<file path="src/rtl/vga_timing_pkg.sv">
// Shared raster timing constants and types for the 1024x768 @ 60 Hz path.
// Renderers reuse X_W/Y_W for their pixel_x/pixel_y ports.
package vga_timing_pkg;

  localparam int X_W = 11;
  localparam int Y_W = 10;

  localparam int VGA_H_VISIBLE = 1024;
  localparam int VGA_H_FRONT   = 24;
  localparam int VGA_H_SYNC    = 136;
  localparam int VGA_H_BACK    = 160;
  localparam int VGA_H_TOTAL   = VGA_H_VISIBLE + VGA_H_FRONT
                               + VGA_H_SYNC + VGA_H_BACK;

  localparam int VGA_V_VISIBLE = 768;
  localparam int VGA_V_FRONT   = 3;
  localparam int VGA_V_SYNC    = 6;
  localparam int VGA_V_BACK    = 29;
  localparam int VGA_V_TOTAL   = VGA_V_VISIBLE + VGA_V_FRONT
                               + VGA_V_SYNC + VGA_V_BACK;

  typedef struct packed {
    logic video_on;
    logic hsync;
    logic vsync;
  } sync_bits_t;

  // Map an "in sync region" flag onto the connector polarity.
  function automatic logic sync_level(input logic active,
                                      input logic neg);
    return active ^ neg;
  endfunction

endpackage

</file>
<file path="src/rtl/sync_delay_line.sv">
// ce-gated shift register used to re-align sync/blank with render latency.
// Depth 0 collapses to a plain wire.
module sync_delay_line #(
  parameter int              W       = 3,
  parameter int              DEPTH   = 0,
  parameter logic [W-1:0]    RST_VAL = '0
) (
  input  logic         clk,
  input  logic         rst_n,
  input  logic         ce,
  input  logic [W-1:0] d,
  output logic [W-1:0] q
);

  if (DEPTH == 0) begin : g_wire
    logic unused;
    assign unused = ^{clk, rst_n, ce};
    assign q = d;
  end else begin : g_sr
    logic [W-1:0] sr [DEPTH];

    // Shift one stage per enabled pixel; reset loads the idle pattern.
    always_ff @(posedge clk or negedge rst_n) begin
      if (!rst_n) begin
        for (int i = 0; i < DEPTH; i++) sr[i] <= RST_VAL;
      end else if (ce) begin
        sr[0] <= d;
        for (int i = 1; i < DEPTH; i++) sr[i] <= sr[i-1];
      end
    end

    assign q = sr[DEPTH-1];
  end

endmodule

</file>
<file path="src/rtl/vga_timing.sv">
// Free-running raster counters with registered sync/blank/strobe decodes.
// Decodes use next-state counts so they line up with pixel_x/pixel_y.
module vga_timing
  import vga_timing_pkg::*;
#(
  parameter int H_VISIBLE  = VGA_H_VISIBLE,
  parameter int H_FRONT    = VGA_H_FRONT,
  parameter int H_SYNC     = VGA_H_SYNC,
  parameter int H_BACK     = VGA_H_BACK,
  parameter int V_VISIBLE  = VGA_V_VISIBLE,
  parameter int V_FRONT    = VGA_V_FRONT,
  parameter int V_SYNC     = VGA_V_SYNC,
  parameter int V_BACK     = VGA_V_BACK,
  parameter bit SYNC_NEG   = 1'b1,
  parameter int SYNC_DELAY = 0
) (
  input  logic           clk,
  input  logic           rst_n,
  input  logic           ce,
  output logic [X_W-1:0] pixel_x,
  output logic [Y_W-1:0] pixel_y,
  output logic           video_on,
  output logic           hsync,
  output logic           vsync,
  output logic           line_start,
  output logic           frame_start,
  output logic [7:0]     frame_count
);

  localparam int H_TOTAL = H_VISIBLE + H_FRONT + H_SYNC + H_BACK;
  localparam int V_TOTAL = V_VISIBLE + V_FRONT + V_SYNC + V_BACK;

  if (H_TOTAL > (1 << X_W) || V_TOTAL > (1 << Y_W)) begin : g_bad_size
    $error("vga_timing: raster does not fit counter widths");
  end
  if (H_VISIBLE < 1 || H_SYNC < 1 || V_VISIBLE < 1 || V_SYNC < 1)
  begin : g_bad_region
    $error("vga_timing: visible and sync regions must be non-empty");
  end
  if (SYNC_DELAY < 0 || SYNC_DELAY > 7) begin : g_bad_delay
    $error("vga_timing: SYNC_DELAY must be 0..7");
  end

  // Inclusive end-of-range values keep every compare inside the width.
  localparam logic [X_W-1:0] H_LAST   = X_W'(H_TOTAL - 1);
  localparam logic [X_W-1:0] H_VLAST  = X_W'(H_VISIBLE - 1);
  localparam logic [X_W-1:0] HS_FIRST = X_W'(H_VISIBLE + H_FRONT);
  localparam logic [X_W-1:0] HS_LAST  = X_W'(H_VISIBLE + H_FRONT
                                             + H_SYNC - 1);
  localparam logic [Y_W-1:0] V_LAST   = Y_W'(V_TOTAL - 1);
  localparam logic [Y_W-1:0] V_VLAST  = Y_W'(V_VISIBLE - 1);
  localparam logic [Y_W-1:0] VS_FIRST = Y_W'(V_VISIBLE + V_FRONT);
  localparam logic [Y_W-1:0] VS_LAST  = Y_W'(V_VISIBLE + V_FRONT
                                             + V_SYNC - 1);

  localparam sync_bits_t SYNC_IDLE = '{
    video_on: 1'b0,
    hsync:    SYNC_NEG,
    vsync:    SYNC_NEG
  };

  logic [X_W-1:0] h_cnt, h_nxt;
  logic [Y_W-1:0] v_cnt, v_nxt;
  logic           h_wrap;
  sync_bits_t     dec_nxt, dec_q, dly;
  logic           line_nxt, frame_nxt;

  // Next-state counters: h wraps at H_LAST, v steps only on h wrap.
  always_comb begin
    h_wrap = (h_cnt == H_LAST);
    h_nxt  = h_wrap ? '0 : h_cnt + 1'b1;
    v_nxt  = v_cnt;
    if (h_wrap) v_nxt = (v_cnt == V_LAST) ? '0 : v_cnt + 1'b1;
  end

  // Decode the position the counters are about to enter.
  always_comb begin
    dec_nxt.video_on = (h_nxt <= H_VLAST) && (v_nxt <= V_VLAST);
    dec_nxt.hsync    = sync_level((h_nxt >= HS_FIRST) &&
                                  (h_nxt <= HS_LAST), SYNC_NEG);
    dec_nxt.vsync    = sync_level((v_nxt >= VS_FIRST) &&
                                  (v_nxt <= VS_LAST), SYNC_NEG);
    line_nxt         = (h_nxt == '0);
    frame_nxt        = line_nxt && (v_nxt == '0);
  end

  // Reset parks on the last pixel so the first ce lands on (0,0).
  always_ff @(posedge clk or negedge rst_n) begin
    if (!rst_n) begin
      h_cnt <= H_LAST;
      v_cnt <= V_LAST;
    end else if (ce) begin
      h_cnt <= h_nxt;
      v_cnt <= v_nxt;
    end
  end

  // Registered decodes, strobes and frame counter.
  always_ff @(posedge clk or negedge rst_n) begin
    if (!rst_n) begin
      dec_q       <= SYNC_IDLE;
      line_start  <= 1'b0;
      frame_start <= 1'b0;
      frame_count <= '0;
    end else if (ce) begin
      dec_q       <= dec_nxt;
      line_start  <= line_nxt;
      frame_start <= frame_nxt;
      if (frame_nxt) frame_count <= frame_count + 8'd1;
    end
  end

  sync_delay_line #(
    .W       (3),
    .DEPTH   (SYNC_DELAY),
    .RST_VAL (SYNC_IDLE)
  ) u_dly (
    .clk   (clk),
    .rst_n (rst_n),
    .ce    (ce),
    .d     (dec_q),
    .q     (dly)
  );

  assign pixel_x  = h_cnt;
  assign pixel_y  = v_cnt;
  assign video_on = dly.video_on;
  assign hsync    = dly.hsync;
  assign vsync    = dly.vsync;

endmodule

</file>
<file path="config.mk">
export PLATFORM = sky130hd
export DESIGN_NAME = vga_timing
export DESIGN_NICKNAME = d
export VERILOG_FILES = /design/src/rtl/vga_timing_pkg.sv /design/src/rtl/sync_delay_line.sv /design/src/rtl/vga_timing.sv
export SDC_FILE = /design/constraint.sdc
export NUM_CORES = 1
export LEC_CHECK = 0
export ABC_AREA = 1
export CAP_MARGIN = 25
export CELL_PAD_IN_SITES_DETAIL_PLACEMENT = 0
export CELL_PAD_IN_SITES_GLOBAL_PLACEMENT = 1
export CORE_MARGIN = 1.5
export CORE_UTILIZATION = 35
export CTS_BUF_LIST = sky130_fd_sc_hd__clkbuf_8
export DETAILED_ROUTE_END_ITERATION = 8
export HOLD_SLACK_MARGIN = 0.05
export PLACE_DENSITY = 0.78
export SYNTH_ARGS = -nofsm -noshare
export SYNTH_HDL_FRONTEND = slang
export SYNTH_SLANG_ARGS = --single-unit
</file>
<file path="constraint.sdc">
create_clock -name clk -period 3.99 [get_ports clk]
set_clock_uncertainty 0.05 [all_clocks]
set_input_delay 0.399 -clock clk [delete_from_list [all_inputs] [get_ports clk]]
set_output_delay 0.399 -clock clk [all_outputs]
set_load 0.03 [all_outputs]
</file>
==> metrics.csv, run 1 <==
stage,metric,value,unit
run_status,status,completed,
floorplanning,rows,30,
place,hpwl,4510,um
critical_path,cp-start-kind,register,
yosys,yosysMostFrequentCell,nand2_1,
clock_network,postCtsHoldBufs,0,
routing,drt_iter0_markers,144,
power_and_ir_drop,power_frac_clock,20.8,%
place,gp_congestion,0.812,
grt,track_usage,17.6,%
routing,ant_nets,0,
timing,drv_slew,0,
yosys,synth_xor_area_share,2.44,%
clock_network,clk_latency,0.29,ns
yosys,seq_area_frac_synth,34.6,%
power_and_ir_drop,power_frac_comb,40.3,%
yosys,synth_area_leader_cell,dfrtp_1,
floorplanning,die_area,7700,um2
clock_network,cts_buffer_depth,2,
routing,routed_wl,6140,um
power_and_ir_drop,p_sw,576,uW
power_and_ir_drop,leakage,0.00142,uW
critical_path,cp-end-kind,register,
floorplanning,start_util,36.6,%
cells_and_area,nets,401,
routing,dr.pass1.iters,4,
yosys,yosys.area_share.simple,45.8,%
routing,viasPerCell,4.85,
power_and_ir_drop,switching_share,42.9,%
yosys,synth_top_family_by_area,simple AND/OR/NAND/NOR gates,
timing,period_needed,2.69,ns
floorplanning,io_pins,37,
yosys,synthMuxAreaShare,0,%
clock_network,clk_pin_slew,0.08,ns
timing,fmax,0.372,GHz
timing,timing.final.crit_share,67.3,%
clock_network,cts_htree_levels,2,
grt,grt_pass1_vias,2266,
clock_network,cts_made_buffers,5,
grt,grt_pass1_wl,10700,um
routing,drc,0,
critical_path,arrival,2.82,ns
yosys,ys_seq_elements,34,
cells_and_area,antenna_cells,0,
timing,max_slew.worst_pin.slew,0.750,ns
yosys,syn_nets,366,
cells_and_area,design_area,3050,um2
yosys,ys_types,36,
cells_and_area,syn_to_final_growth,21.2,%
critical_path,crit_type,reg2reg,
floorplanning,die_w,87.8,um
timing,final_hold_viol_count,0,
yosys,syn_inst,357,
clock_network,cts-root-buf,clkbuf_8,
clock_network,clock-sinks,34,
min_path,hp-class,reg2reg,
cells_and_area,regArea,870,um2
critical_path,cp.required,4.13,ns
yosys,ys.flop_type,dfrtp_1,
power_and_ir_drop,p_int,767,uW
power_and_ir_drop,ir_drop,162,uV
critical_path,crit_fanout,12,
place,portBuffers,36,
cells_and_area,multiInputGateArea,1450,um2
yosys,synth-compound-area-share,6.37,%
routing,num_vias,2370,
grt,antenna_found_initial,0,
yosys,synth_top_area_share,18.9,%
power_and_ir_drop,power_density,441,nW/um2
clock_network,cts_tree,built,
cells_and_area,n_fill_cell,720,
floorplanning,core,6870,um2
job,drv_cap,0,
timing,setup_viol,0,
clock_network,cts_resized,0,
place,dp.cells,481,
yosys,synthTopCellsByCount,"nand2_1, nand3_1, nor2_1, inv_1",
timing,rsz0062_at_grt,false,
grt,grt-ovfl-total,0,
yosys,synth_area_leaders,"dfrtp_1, nand2_1, dfstp_2",
clock_network,cts_setup_buffers,0,
yosys,syn_area_per_cell,7.04,um2
place,dpl_cell_area,2950,um2
routing,post_drt_wl_per_cell,12.6,um
yosys,ys_async_sr_fraction,100,%
yosys,syn-cell-area,2510,um2
power_and_ir_drop,finalPower,1340,uW
grt,grt_max_degree,32,
yosys,synth-adder-area-share,2.99,%
timing,slew_headroom,49.8,%
timing,setup-tns-final,0,ns
power_and_ir_drop,seqPwrFrac,38.9,%
yosys,synth_edf_count,0,
yosys,yosysWarningCount,0,
cells_and_area,drive_gt1_share,14.5,%
cells_and_area,post_layout_nonfiller_instances,489,
floorplanning,die_y,87.8,um
power groups by stage:
stage / Sequential (uW) / Clock [uW] / Combinational [uW]
after floorplan: 606 / 0 / 282
after CTS: 523 / 289 / 547
after global routing: 536 / 306 / 596
final: 522 / 279 / 541
after detailed placement: 529 / 0 / 545
after global placement: 528 / 0 / 542
state kept, by name, indices dropped and copies added, names as in the netlist:
register     flops
frame_count      8
pixel_x         11
dec_q            3
line_start       1
frame_start      1
pixel_y         10
cell usage in the layout (no fill, tap or decap), types with 4 or more instances in the layout:
cell	n
nand2_1	113
nand3_1	39
clkdlybuf4s50_1	36
nor2_1	35
inv_1	32
o21ai_0	19
dfrtp_1	19
dfstp_2	15
nand4_1	14
nand2_2	10
ha_1	6
clkbuf_8	6
nor2_2	5
xor2_1	4
nand2_4	4
worst max-delay path: stages (launching register included):
cell,delay (ns)
dfstp_2,0.61
ha_1,0.23
nand2_1,0.08
nor2_1,0.11
nand2_1,0.11
nor2_2,0.49
nand2_2,0.16
a21oi_4,0.19
nand2_2,0.08
nor2_2,0.12
nand4_2,0.17
nand2_1,0.11
nand2_1,0.05
through the flow:
step	util [%]	setup WS (ns)	hold slack (ns)
after floorplan	-	1.70	0.0534
after global placement	43.0	1.29	0.427
after detailed placement	43.0	1.28	0.427
after CTS	44.4	1.26	0.447
after global routing	44.4	1.04	0.459
final	44.4	1.30	0.436
final cells by class:
type	count	area share [%]
clock buffer	6	2.71
clock inverter	2	0.411
inverter	37	4.56
multi-input combinational	276	47.5
sequential	34	28.5
tap	96	3.94
timing repair buffer	38	12.3
final timing paths:
check	start	to	slack (ns)	depth (start not counted)
setup reg to reg	pixel_x[0]	frame_count[2]	1.30	12
hold / removal	line_start	line_start	0.44	2
setup / recovery	pixel_x[0]	frame_count[2]	1.30	12
hold reg to reg	line_start	line_start	0.44	2
min in group asynchronous	rst_n	pixel_y[6]	0.50	1
max in group asynchronous	rst_n	pixel_y[9]	2.58	2
metal layers:
layer	up-vias	global-route usage, %	part of all wire, %
li1	1212	-	-
met1	1105	24.3	50
met2	47	28.6	45
met3	6	3.68	3.6
met4	0	3.46	0.78
met5	-	0	0
cells by family after synthesis:
family | count (synthesis)
AND/OR/NAND/NOR | 235
buffers and inverters | 47
flip-flops | 34
AO/OA/AOI/OAI | 28
XOR/XNOR | 7
adder cells (fa/ha/maj) | 6
(Power assumes the default switching activity.)
==> run 2: changes to the inputs <==
--- a/config.mk
+++ b/config.mk
@@ -14,7 +14,7 @@
 export CTS_BUF_LIST = sky130_fd_sc_hd__clkbuf_8
 export DETAILED_ROUTE_END_ITERATION = 8
 export HOLD_SLACK_MARGIN = 0.05
-export PLACE_DENSITY = 0.78
+export PLACE_DENSITY = 0.81
 export SYNTH_ARGS = -nofsm -noshare
 export SYNTH_HDL_FRONTEND = slang
 export SYNTH_SLANG_ARGS = --single-unit
==> constraint.sdc (replaced) <==
create_clock -name clk -period 2.3 [get_ports clk]
set_clock_uncertainty 0.05 [all_clocks]
set_input_delay 0.23 -clock clk [delete_from_list [all_inputs] [get_ports clk]]
set_output_delay 0.23 -clock clk [all_outputs]
set_load 0.03 [all_outputs]
==> metrics.csv, run 2 (same netlist as run 1, synthesis figures left out) <==
stage,metric,value,unit,change
run_status,status,completed,,
cells_and_area,nets,439,,+9.5%
routing,ant_nets,0,,unchanged
power_and_ir_drop,ir_drop,254,uV,+57%
grt,grt-ovfl-total,0,,unchanged
clock_network,cts_htree_levels,2,,unchanged
routing,top_layer,met4,,
place,portBuffers,36,,unchanged
cells_and_area,syn_to_final_growth,40.7,%,
grt,antenna_found_initial,0,,unchanged
critical_path,cp-start-kind,register,,
critical_path,cp.required,2.44,ns,-1.69 ns
cells_and_area,antenna_cells,0,,unchanged
power_and_ir_drop,power_density,774,nW/um2,+76%
floorplanning,io_pins,37,,unchanged
critical_path,critPathLaunch,pixel_x[1],,
timing,final_hold_viol_count,0,,unchanged
cells_and_area,post_layout_nonfiller_instances,527,,+7.8%
critical_path,cp-end-kind,register,,
routing,dr.pass1.iters,4,,unchanged
critical_path,arrival,2.33,ns,-0.49 ns
cells_and_area,multiInputGateArea,1610,um2,+11%
cells_and_area,final_common_cell,nand2_1,,
routing,drt_iter0_markers,82,,-43%
floorplanning,rows,30,,unchanged
critical_path,crit_fanout,6,,-6
grt,grt_max_degree,35,,+9.4%
cells_and_area,fin_util,51.5,%,+7.1 points
timing,timing.final.crit_share,95.3,%,+28 points
clock_network,cts_tree,built,,
clock_network,clk_latency,0.30,ns,about the same
grt,grt_pass1_wl,11000,um,+2.8%
timing,max_slew.worst_pin.slew,0.460,ns,-0.290 ns
grt,grt_pass1_vias,2334,,+3.0%
timing,setup-tns-final,0,ns,unchanged
timing,drv_slew,0,,unchanged
routing,num_vias,2549,,+7.6%
timing,period_needed,2.19,ns,-0.492 ns
routing,viasPerCell,4.84,,-0.20%
min_path,hp-class,in2async,,
routing,post_drt_wl_per_cell,13.1,um,+4.1%
floorplanning,start_util,36.6,%,unchanged
cells_and_area,layout_common_cells,"nand2_1, clkdlybuf4s50_1, nand3_1",,
clock_network,cts_made_buffers,5,,unchanged
power_and_ir_drop,leakage,0.00168,uW,+18%
place,dp.cells,506,,+5.2%
critical_path,r2r_start,pixel_x[1],,
timing,setup_viol,0,,unchanged
clock_network,cts_buffer_depth,2,,unchanged
cells_and_area,drive_gt1_share,26.5,%,+12 points
job,drv_cap,0,,unchanged
clock_network,cts-root-buf,clkbuf_8,,
floorplanning,die_y,87.8,um,unchanged
cells_and_area,regArea,870,um2,unchanged
clock_network,clk_pin_slew,0.09,ns,about the same
place,hpwl,4940,um,+9.6%
routing,drt-met1-wl,3160,um,+2.3%
critical_path,worst-r2r-setup-slack,0.11,ns,-1.20 ns
routing,drc,0,,unchanged
critical_path,reg2reg_to,frame_count[5],,
critical_path,reg2reg_depth,14,,+2
floorplanning,die_area,7700,um2,unchanged
clock_network,clock-sinks,34,,unchanged
routing,wl_met3,241,um,+7.6%
grt,track_usage,18.4,%,+0.81 points
floorplanning,core,6870,um2,unchanged
timing,slew_headroom,69.3,%,+19 points
routing,routed_wl,6890,um,+12%
routing,route.met2.wl,3400,um,+22%
timing,rsz0062_at_grt,true,,
timing,fmax,0.456,GHz,+22%
place,gp_congestion,0.868,,+6.9%
cells_and_area,n_fill_cell,694,,-3.6%
floorplanning,die_w,87.8,um,unchanged
cells_and_area,largest_register_ffs,11,,unchanged
timing,fin_hold_ws,0.297,ns,-0.139 ns
critical_path,crit_type,reg2reg,,
## run 2: how the worst max path moves through the flow
stage                     end  slack (ns)  depth (start not counted)
2_1_floorplan  frame_count[0]        0.01                         13
3_3_place_gp   frame_count[2]       0.003                         12
3_5_place_dp   frame_count[5]       -0.03                         11
4_1_cts        frame_count[5]        0.01                         11
5_1_grt        frame_count[1]       -0.02                         16
6_report       frame_count[5]        0.11                         14
## run 2: timing repair
| action | CTS | global route |
|---|---|---|
| hold buffers | 0 | 0 |
| gates resized for setup | 0 | 37 |
| setup endpoints to repair | 8 | 10 |
| cloned | 0 | 2 |
| buffers inserted | 2 | 9 |
| pin swaps | 1 | 16 |
## run 2: area by class of cell
cell class / count / share of cell area (%)
well taps: 96 / 3.39
clock buffers: 5 / 1.94
repair buffers: 74 / 18.8
flip-flops and latches: 34 / 24.6
multi-input cells: 278 / 45.4
inverters: 37 / 4.00
clock inverters: 3 / 1.94
## run 2: per-stage QoR
stage	setup slack (ns)	power, uW	cell area (um2)
after floorplan	0.0119	1540	2510
after detailed placement	-0.0274	1970	3140
after CTS	0.0123	2670	3290
after global routing	-0.0201	2910	3540
final	0.107	2740	3540
after global placement	0.00334	1960	3140
## run 2: worst max-delay path, stage by stage (launching register included)
cell,delay (ns)
dfstp_2,0.56
ha_4,0.16
nand3_4,0.09
nor2_4,0.14
buf_6,0.14
nand2_8,0.08
buf_6,0.14
nand2_2,0.06
nand2_4,0.07
nor2_8,0.15
nand2_4,0.07
nor2_4,0.12
nand4_4,0.12
nand2_2,0.10
nand2_1,0.05
## run 2: where the power goes
group | internal (uW) | switching [uW] | total (uW) | leakage (uW)
clock network | 435 | 259 | 694 | 0.0000683
registers | 738 | 116 | 854 | 0.000412
logic | 458 | 733 | 1190 | 0.00120
total | 1630 | 1110 | 2740 | 0.00168
## run 2: layer usage
metal | vias up | track usage [%]
li1 | 1298 | -
met4 | 0 | 4.62
met2 | 54 | 29.9
met5 | - | 0
met1 | 1185 | 25.0
met3 | 12 | 3.86
==> run 3: changes to the inputs <==
--- a/config.mk
+++ b/config.mk
@@ -14,7 +14,7 @@
 export CTS_BUF_LIST = sky130_fd_sc_hd__clkbuf_8
 export DETAILED_ROUTE_END_ITERATION = 8
 export HOLD_SLACK_MARGIN = 0.05
-export PLACE_DENSITY = 0.81
+export PLACE_DENSITY = 0.78
 export SYNTH_ARGS = -nofsm -noshare
 export SYNTH_HDL_FRONTEND = slang
 export SYNTH_SLANG_ARGS = --single-unit
==> constraint.sdc (replaced) <==
create_clock -name clk -period 2.7 [get_ports clk]
set_clock_uncertainty 0.05 [all_clocks]
set_input_delay 0.27 -clock clk [delete_from_list [all_inputs] [get_ports clk]]
set_output_delay 0.27 -clock clk [all_outputs]
set_load 0.03 [all_outputs]
==> metrics.csv, run 3 (same netlist as run 1, synthesis figures left out) <==
stage,metric,value,unit,change
run_status,status,completed,,
critical_path,arrival,2.61,ns,+0.28 ns
routing,ant_nets,0,,unchanged
routing,viasPerCell,4.80,,-0.68%
place,hpwl,4670,um,-5.5%
cells_and_area,nets,407,,-7.3%
job,drv_cap,0,,unchanged
place,gp_congestion,0.865,,-0.30%
timing,fmax,0.404,GHz,-11%
timing,setup_viol,0,,unchanged
grt,track_usage,17.6,%,-0.78 points
timing,setup-tns-final,0,ns,unchanged
cells_and_area,final_common_cell,nand2_1,,
routing,routed_wl,6290,um,-8.7%
routing,drc,0,,unchanged
clock_network,clock-sinks,34,,unchanged
critical_path,cp-start-kind,register,,
clock_network,cts_buffer_depth,2,,unchanged
routing,post_drt_wl_per_cell,12.7,um,-2.8%
grt,grt_max_degree,35,,unchanged
timing,final_hold_viol_count,0,,unchanged
place,dp.cells,486,,-4.0%
cells_and_area,drive_gt1_share,15.8,%,-11 points
floorplanning,rows,30,,unchanged
routing,num_vias,2378,,-6.7%
grt,grt_pass1_vias,2239,,-4.1%
timing,slew_headroom,62.8,%,-6.5 points
power_and_ir_drop,power_density,691,nW/um2,-11%
floorplanning,die_w,87.8,um,unchanged
power_and_ir_drop,finalPower,2180,uW,-21%
clock_network,clk_pin_slew,0.08,ns,about the same
floorplanning,io_pins,37,,unchanged
clock_network,postCtsHoldBufs,0,,unchanged
min_path,hp-class,in2async,,
critical_path,cp.required,2.83,ns,+0.39 ns
critical_path,crit_fanout,15,,+9
grt,grt-ovfl-total,0,,unchanged
routing,dr.pass1.iters,4,,unchanged
critical_path,cp-end-kind,register,,
clock_network,cts_tree,built,,
grt,grt_pass1_wl,10500,um,-4.3%
cells_and_area,antenna_cells,0,,unchanged
timing,drv_slew,0,,unchanged
clock_network,clk_latency,0.29,ns,about the same
cells_and_area,layout_common_cells,"nand2_1, nand3_1, clkdlybuf4s50_1",,
cells_and_area,syn_to_final_growth,25.2,%,
cells_and_area,fin_util,45.8,%,-5.7 points
grt,antenna_found_initial,0,,unchanged
power_and_ir_drop,ir_drop,217,uV,-15%
timing,period_needed,2.47,ns,+0.282 ns
cells_and_area,post_layout_nonfiller_instances,495,,-6.1%
clock_network,cts-root-buf,clkbuf_8,,
timing,timing.final.crit_share,91.6,%,-3.7 points
routing,drt_iter0_markers,144,,+76%
timing,max_slew.worst_pin.slew,0.554,ns,+0.0937 ns
floorplanning,core,6870,um2,unchanged
floorplanning,die_area,7700,um2,unchanged
cells_and_area,largest_register_ffs,11,,unchanged
timing,rsz0062_at_grt,false,,
floorplanning,start_util,36.6,%,unchanged
clock_network,cts_htree_levels,2,,unchanged
critical_path,crit_type,reg2reg,,
critical_path,reg2reg_depth,13,,-1
power_and_ir_drop,leakage,0.00148,uW,-12%
place,portBuffers,36,,unchanged
clock_network,cts_made_buffers,5,,unchanged
floorplanning,die_y,87.8,um,unchanged
## run 3: cell types whose count changed in the layout (fill, tap and decap cells not counted), sizes merged
| cell | change |
|---|---|
| inv | -1 |
| clkinv | +1 |
| nor2 | -1 |
| nand2 | -1 |
| buf | -30 |
## run 3: cell type report
cell class / instances / area, um2
flip-flops and latches: 34 / 870
well taps: 96 / 120
fillers: 720 / 3720
multi-input cells: 276 / 1460
repair buffers: 44 / 420
clock buffers: 5 / 68.8
inverters: 37 / 139
clock inverters: 3 / 68.8
## run 3: power by group
part	switching, uW	leakage (uW)	internal (uW)
Sequential	130	0.000412	629
Combinational	523	0.000997	313
Clock	211	0.0000683	370
Total	864	0.00148	1310
## run 3: per-layer routing
layer | vias to the layer above | wire [um] | global-route usage (%)
met5 | - | 0 | 0
met4 | 0 | 97 | 6.35
met3 | 8 | 244 | 3.68
met2 | 50 | 2960 | 29.1
met1 | 1084 | 2990 | 22.7
li1 | 1236 | - | -
## run 3: stage by stage
step / instance area [um2] / hold slack, ns / setup slack, ns
floorplan: 2510 / -0.0756 / 0.412
global placement: 2990 / 0.421 / 0.237
detailed placement: 2990 / 0.424 / 0.176
CTS: 3130 / 0.350 / 0.163
global route: 3150 / 0.372 / 0.00808
finish: 3150 / 0.329 / 0.226
## run 3: path summary, 6_finish.rpt
path | from | end | slack, ns
max in group asynchronous | rst_n | pixel_y[5] | 1.91
worst min register to register | frame_start | frame_start | 0.44
worst min-delay path | rst_n | pixel_y[4] | 0.33
min in group clk | frame_start | frame_start | 0.44
worst max-delay path | pixel_x[0] | frame_count[0] | 0.23
worst max register to register | pixel_x[0] | frame_count[0] | 0.23
## run 3: worst max-delay path, cell delays in order (launching register included)
cell      delay (ns)
dfstp_2         0.60
ha_1            0.23
nand3_2         0.13
nor2_4          0.18
nand2_4         0.16
nand2_1         0.15
and3_1          0.17
nand2_1         0.14
nor2_8          0.18
nand2_1         0.10
clkinv_1        0.09
nand2_2         0.06
nand2_1         0.06
nand2_1         0.05
## run 3: repair_timing
action | in CTS | in global routing
gates resized for setup | 0 | 2
buffers inserted | 0 | 1
setup endpoints to repair | 0 | 7
